`src/rtl/instr_sequencer.sv`:
```
// Multi-cycle RV32I instruction sequencer: owns pc and the instruction register,
// fetches over a req/ack port and steps each instruction FETCH->DECODE->EXEC->WB.
module instr_sequencer #(
    parameter logic [31:0] RESET_PC = 32'h0000_0000,
    parameter int          RETIRE_W = 32
) (
    input  logic                clk,
    input  logic                rst_n,
    input  logic                run,
    output logic                imem_req,
    output logic [31:0]         imem_addr,
    input  logic                imem_ack,
    input  logic [31:0]         imem_rdata,
    output logic [31:0]         instr,
    input  logic                ctl_reg_write_en,
    output logic                rf_we,
    output logic [31:0]         pc,
    output logic                halted,
    output logic [RETIRE_W-1:0] retired,
    output logic [2:0]          state
);

    typedef enum logic [2:0] {
        IDLE   = 3'd0,
        FETCH  = 3'd1,
        DECODE = 3'd2,
        EXEC   = 3'd3,
        WB     = 3'd4,
        HALT   = 3'd5
    } state_e;

    localparam logic [31:0] NOP        = 32'h0000_0013;
    localparam logic [6:0]  OPC_OP     = 7'b0110011;
    localparam logic [6:0]  OPC_OP_IMM = 7'b0010011;

    state_e              state_q, state_d;
    logic [31:0]         pc_q, pc_d;
    logic [31:0]         instr_q, instr_d;
    logic [RETIRE_W-1:0] retired_q, retired_d;
    logic                opcodeLegal;

    assign opcodeLegal = (instr_q[6:0] == OPC_OP) || (instr_q[6:0] == OPC_OP_IMM);

    always_ff @(posedge clk or negedge rst_n) begin
        if (!rst_n) begin
            state_q <= IDLE;
        end else begin
            state_q <= state_d;
        end
    end

    // run is only looked at in IDLE and WB, so an instruction in flight always completes.
    always_comb begin
        state_d = state_q;
        case (state_q)
            IDLE:    if (run) state_d = FETCH;
            FETCH:   if (imem_ack) state_d = DECODE;
            DECODE:  state_d = opcodeLegal ? EXEC : HALT;
            EXEC:    state_d = WB;
            WB:      state_d = run ? FETCH : IDLE;
            HALT:    state_d = HALT;
            default: state_d = IDLE;
        endcase
    end

    always_comb begin
        pc_d      = pc_q;
        instr_d   = instr_q;
        retired_d = retired_q;
        if (state_q == FETCH && imem_ack) begin
            instr_d = imem_rdata;
        end
        if (state_q == WB) begin
            pc_d      = pc_q + 32'd4;
            retired_d = retired_q + RETIRE_W'(1);
        end
    end

    always_ff @(posedge clk or negedge rst_n) begin
        if (!rst_n) begin
            pc_q      <= RESET_PC;
            instr_q   <= NOP;
            retired_q <= '0;
        end else begin
            pc_q      <= pc_d;
            instr_q   <= instr_d;
            retired_q <= retired_d;
        end
    end

    // Strobes decode from the registered state only, so reset drops them without a clock edge.
    always_comb begin
        imem_req = (state_q == FETCH);
        rf_we    = (state_q == WB) && ctl_reg_write_en;
        halted   = (state_q == HALT);
    end

    assign imem_addr = pc_q;
    assign pc        = pc_q;
    assign instr     = instr_q;
    assign retired   = retired_q;
    assign state     = state_q;

endmodule

```
`config.mk`:
```
export PLATFORM = sky130hd
export DESIGN_NAME = instr_sequencer
export DESIGN_NICKNAME = d
export VERILOG_FILES = /design/src/rtl/instr_sequencer.sv
export SDC_FILE = /design/constraint.sdc
export NUM_CORES = 1
export LEC_CHECK = 0
export BUFFER_PORTS_ARGS = -buffer_cell sky130_fd_sc_hd__buf_2
export CORE_MARGIN = 2
export CORE_UTILIZATION = 29
export CTS_CLUSTER_SIZE = 24
export DETAILED_ROUTE_END_ITERATION = 16
export PLACE_DENSITY = 0.5
export SKIP_CTS_REPAIR_TIMING = 1
export SLEW_MARGIN = 10
export SYNTH_ARGS = -nofsm -noshare
export SYNTH_HDL_FRONTEND = slang
export SYNTH_SLANG_ARGS = --single-unit
export TNS_END_PERCENT = 5
```
`constraint.sdc`:
```
create_clock -name clk -period 2.7 [get_ports clk]
set_clock_uncertainty 0.2 [all_clocks]
set_input_delay 0.54 -clock clk [delete_from_list [all_inputs] [get_ports clk]]
set_output_delay 0.54 -clock clk [all_outputs]
set_load 0.05 [all_outputs]
```
==> qor.yml <==
wl_per_cell_um: 14.44
period_minus_slack_ns: 2.344
cts-root-to-sink-buffers: 2
timing.fmax_mhz: 426.6
finish.net_count: 566
synth.ff_latch_count: 97
numClockSinks: 97
count_of_synthesis_stage_warnings_from_yosys: 0
synthesis.area_um2: 4542
rsz0062_at_grt: "false"
endpoint_kind: "output pin"
critPathArrivalTime_ns: 1.60
placeableCoreArea_um2: 15260
regArea_um2: 2431
die_width_um: 129.1
cts.htree.levels: 3
outcome: "finished, final reports clean"
gr-usage-met2_pct: 19.63
power-per-cell-area_nw_per_um2: 1024
post_route_cells_drive_above_1_share_pct: 45.68
synth.yosys.seq_area_share_pct: 53.53
die_h_um: 129.1
overall_track_demand_over_capacity_in_global_routing_pct: 13.25
timing_worst_setup_path_type: "register to output pin"
global_route.usage.met3_pct: 4.418
synthCells: 384
most-common-layout-cells: "sky130_fd_sc_hd__buf_2 (165), sky130_fd_sc_hd__dfrtp_1 (94), sky130_fd_sc_hd__mux2_2 (34)"
finalCritPeriodShare_pct: 86.81
largest_net_degree_at_the_start_of_global_routing: 46
crit_path_end: "rf_we"
grt-ovfl-total: 0
clk_root_buffer_cell: "sky130_fd_sc_hd__clkbuf_16"
clock_tree_from_tritoncts: "done"
report.final.slew_viol_count: 0
number_of_vias_per_cell_after_detailed_routing: 4.456
io_buffers: 166
placement_rows: 45
synth_top_area_cell: "sky130_fd_sc_hd__dfrtp_1"
ir_drop_mv: 0.6111
yosys_cell_types: 35
number_of_antenna_violations_at_the_first_check_in_global_routing: 2
mean_post_synth_cell_area_um2: 11.83
depth_of_the_worst_register_to_register_path: 5
max_cap_viol_count: 0
flow.area_growth_from_synthesis_pct: 26.67
area_taken_by_multi_input_logic_gates_um2: 1795
dp.final_hpwl_um: 7877
i_o_pin_total: 171
layout.cells.non_filler: 744
r2r_setup_slack_ns: 0.53
timing.setup.tns_ns: 0
first_global_vias: 3242
route.antenna.remaining_nets: 0
clock_insertion_delay_worst_skew_ns: 0.35
firstDrtPassIters: 4
final.hold.worst_slack_ns: 0.2213
tightestPinTransition_ns: 0.6827
holdCritPathClass: "input port to register"
setup.worst_path.start_class: "register"
reg2reg_from: "retired[2]$_DFFE_PN0N_"
setup_viol_count_final: 0
grt.met1_usage_pct: 17.65
place_inst: 726
gr-max-usage-layer: "met2"
synth.top_cell.area_share_pct: 51.79
detail_route.iter0.violations: 121
nFillCells: 1513
report.power.total_mw: 5.893
clk_pin_slew_worst_paths_ns: 0.07
crit_start: "state[2]$_DFFE_PN0P_"
finalWirelength_um: 10750
timing_hold_violations_final: 0
max-slew-margin-rel_pct: 54.11
post_synth_main_area_contributors: "sky130_fd_sc_hd__dfrtp_1 (52%), sky130_fd_sc_hd__mux2_2 (8.4%), sky130_fd_sc_hd__xor2_1 (6.2%)"
cts-buffers-inserted: 9
critical_path_peak_fanout: 11
gp_congestion: 0.7297
post-route-drc-count: 0
leak_nw: 2.944
timing.rr.end: "retired[25]$_DFFE_PN0N_"
start_util_pct: 29.77
post-route-util_pct: 37.70
critical_path_required_ns: 1.96
layout.cells.most_common: "sky130_fd_sc_hd__buf_2"
vias_after_detailed_routing: 3315
grt_first_pass_wirelength_um: 17130
design.die.area_um2: 16680
-- synthesized netlist by cell type --
master                      count
sky130_fd_sc_hd__nand4bb_1      2
sky130_fd_sc_hd__and3b_1        1
sky130_fd_sc_hd__or4_1          3
sky130_fd_sc_hd__or4b_2         1
sky130_fd_sc_hd__and4_1         7
sky130_fd_sc_hd__nand3b_1       1
sky130_fd_sc_hd__nand2_1       19
sky130_fd_sc_hd__and3_1         7
sky130_fd_sc_hd__inv_1          6
sky130_fd_sc_hd__and2_1         4
sky130_fd_sc_hd__mux2_2        34
sky130_fd_sc_hd__o31ai_1        1
sky130_fd_sc_hd__or3_1          1
sky130_fd_sc_hd__dfrtp_1       94
sky130_fd_sc_hd__nand4_1       15
sky130_fd_sc_hd__nor4_2         4
sky130_fd_sc_hd__buf_6          1
sky130_fd_sc_hd__xor2_1        32
sky130_fd_sc_hd__a21oi_1        1
sky130_fd_sc_hd__o21ai_0        1
sky130_fd_sc_hd__nand3_1       23
sky130_fd_sc_hd__ha_1           2
sky130_fd_sc_hd__clkbuf_1       4
sky130_fd_sc_hd__nor3b_1        5
sky130_fd_sc_hd__dfstp_2        3
sky130_fd_sc_hd__nor3_2         8
sky130_fd_sc_hd__nor2_1        18
sky130_fd_sc_hd__nor3_1        13
sky130_fd_sc_hd__buf_4         35
sky130_fd_sc_hd__xnor2_1       28
sky130_fd_sc_hd__buf_2          6
sky130_fd_sc_hd__nand2b_1       1
sky130_fd_sc_hd__o21bai_1       1
sky130_fd_sc_hd__nand4_2        1
sky130_fd_sc_hd__conb_1         1
-- flip-flops by register name (all words and copies together) (netlist names) --
signal	cells
state	3
instr	32
imem_addr	30
retired	32
-- where the power goes --
group / total [mW] / internal [mW] / switching, mW
sequential: 2.07 / 1.79 / 0.278
clock: 1.41 / 0.837 / 0.572
combinational: 2.41 / 0.651 / 1.76
total: 5.89 / 3.28 / 2.61
-- per-stage QoR --
stage / instance area [um2] / setup WS, ns
2_1_floorplan: 4558 / 0.2132
3_3_place_gp: 5419 / 0.5148
3_5_place_dp: 5419 / 0.5015
4_1_cts: 5741 / 0.3253
5_1_grt: 5751 / 0.2381
6_report: 5753 / 0.3561
-- layout make-up --
class                      count  share of cell area, %
clock inverter                 5                  1.370
antenna                        1                0.04350
clock buffer                  11                  4.219
tap                          211                  4.589
timing repair buffer         175                  15.92
inverter                       6                 0.3915
sequential                    97                  42.26
multi-input combinational    238                  31.21
-- worst max-delay path, cell delays in order, from the launching register on --
cell,delay [ns]
sky130_fd_sc_hd__dfrtp_1,0.55
sky130_fd_sc_hd__nor3b_2,0.26
sky130_fd_sc_hd__and2_1,0.17
sky130_fd_sc_hd__buf_2,0.27
-- logic make-up (layout without fill, tap and decap cells) --
logic type      count (synthesis)  count (layout)  synth area share (%)
simple gates                  134             134                 17.77
mux                            34              34                 8.430
buf+inv                        52             197                 7.520
xor+xnor                       60              60                 11.57
flops                          97              97                 53.53
fa+ha+maj                       2               2                0.5509
other cells                     1               5               0.08257
compound gates                  4               4                0.5509
-- metal layers --
metal  part of all wire [%]  routed length [um]
met4                    2.0                 212
met2                     45                4847
met1                     46                4899
met5                   0.10                  11
met3                    7.2                 777
-- how the worst min path moves through the flow --
stage	start	endpoint	slack, ns	cells past startpoint
after floorplan	rst_n	imem_addr[10]$_DFFE_PN0N_	0.04	0
after global placement	retired[31]$_DFFE_PN0N_	retired[31]$_DFFE_PN0N_	0.27	1
after detailed placement	retired[31]$_DFFE_PN0N_	retired[31]$_DFFE_PN0N_	0.27	1
after CTS	rst_n	imem_addr[20]$_DFFE_PN0N_	-0.04	1
after global routing	imem_rdata[18]	instr[18]$_DFFE_PN0P_	0.21	2
final	imem_rdata[16]	instr[16]$_DFFE_PN0P_	0.22	2
Note: power is estimated with default switching activity, not from simulation.
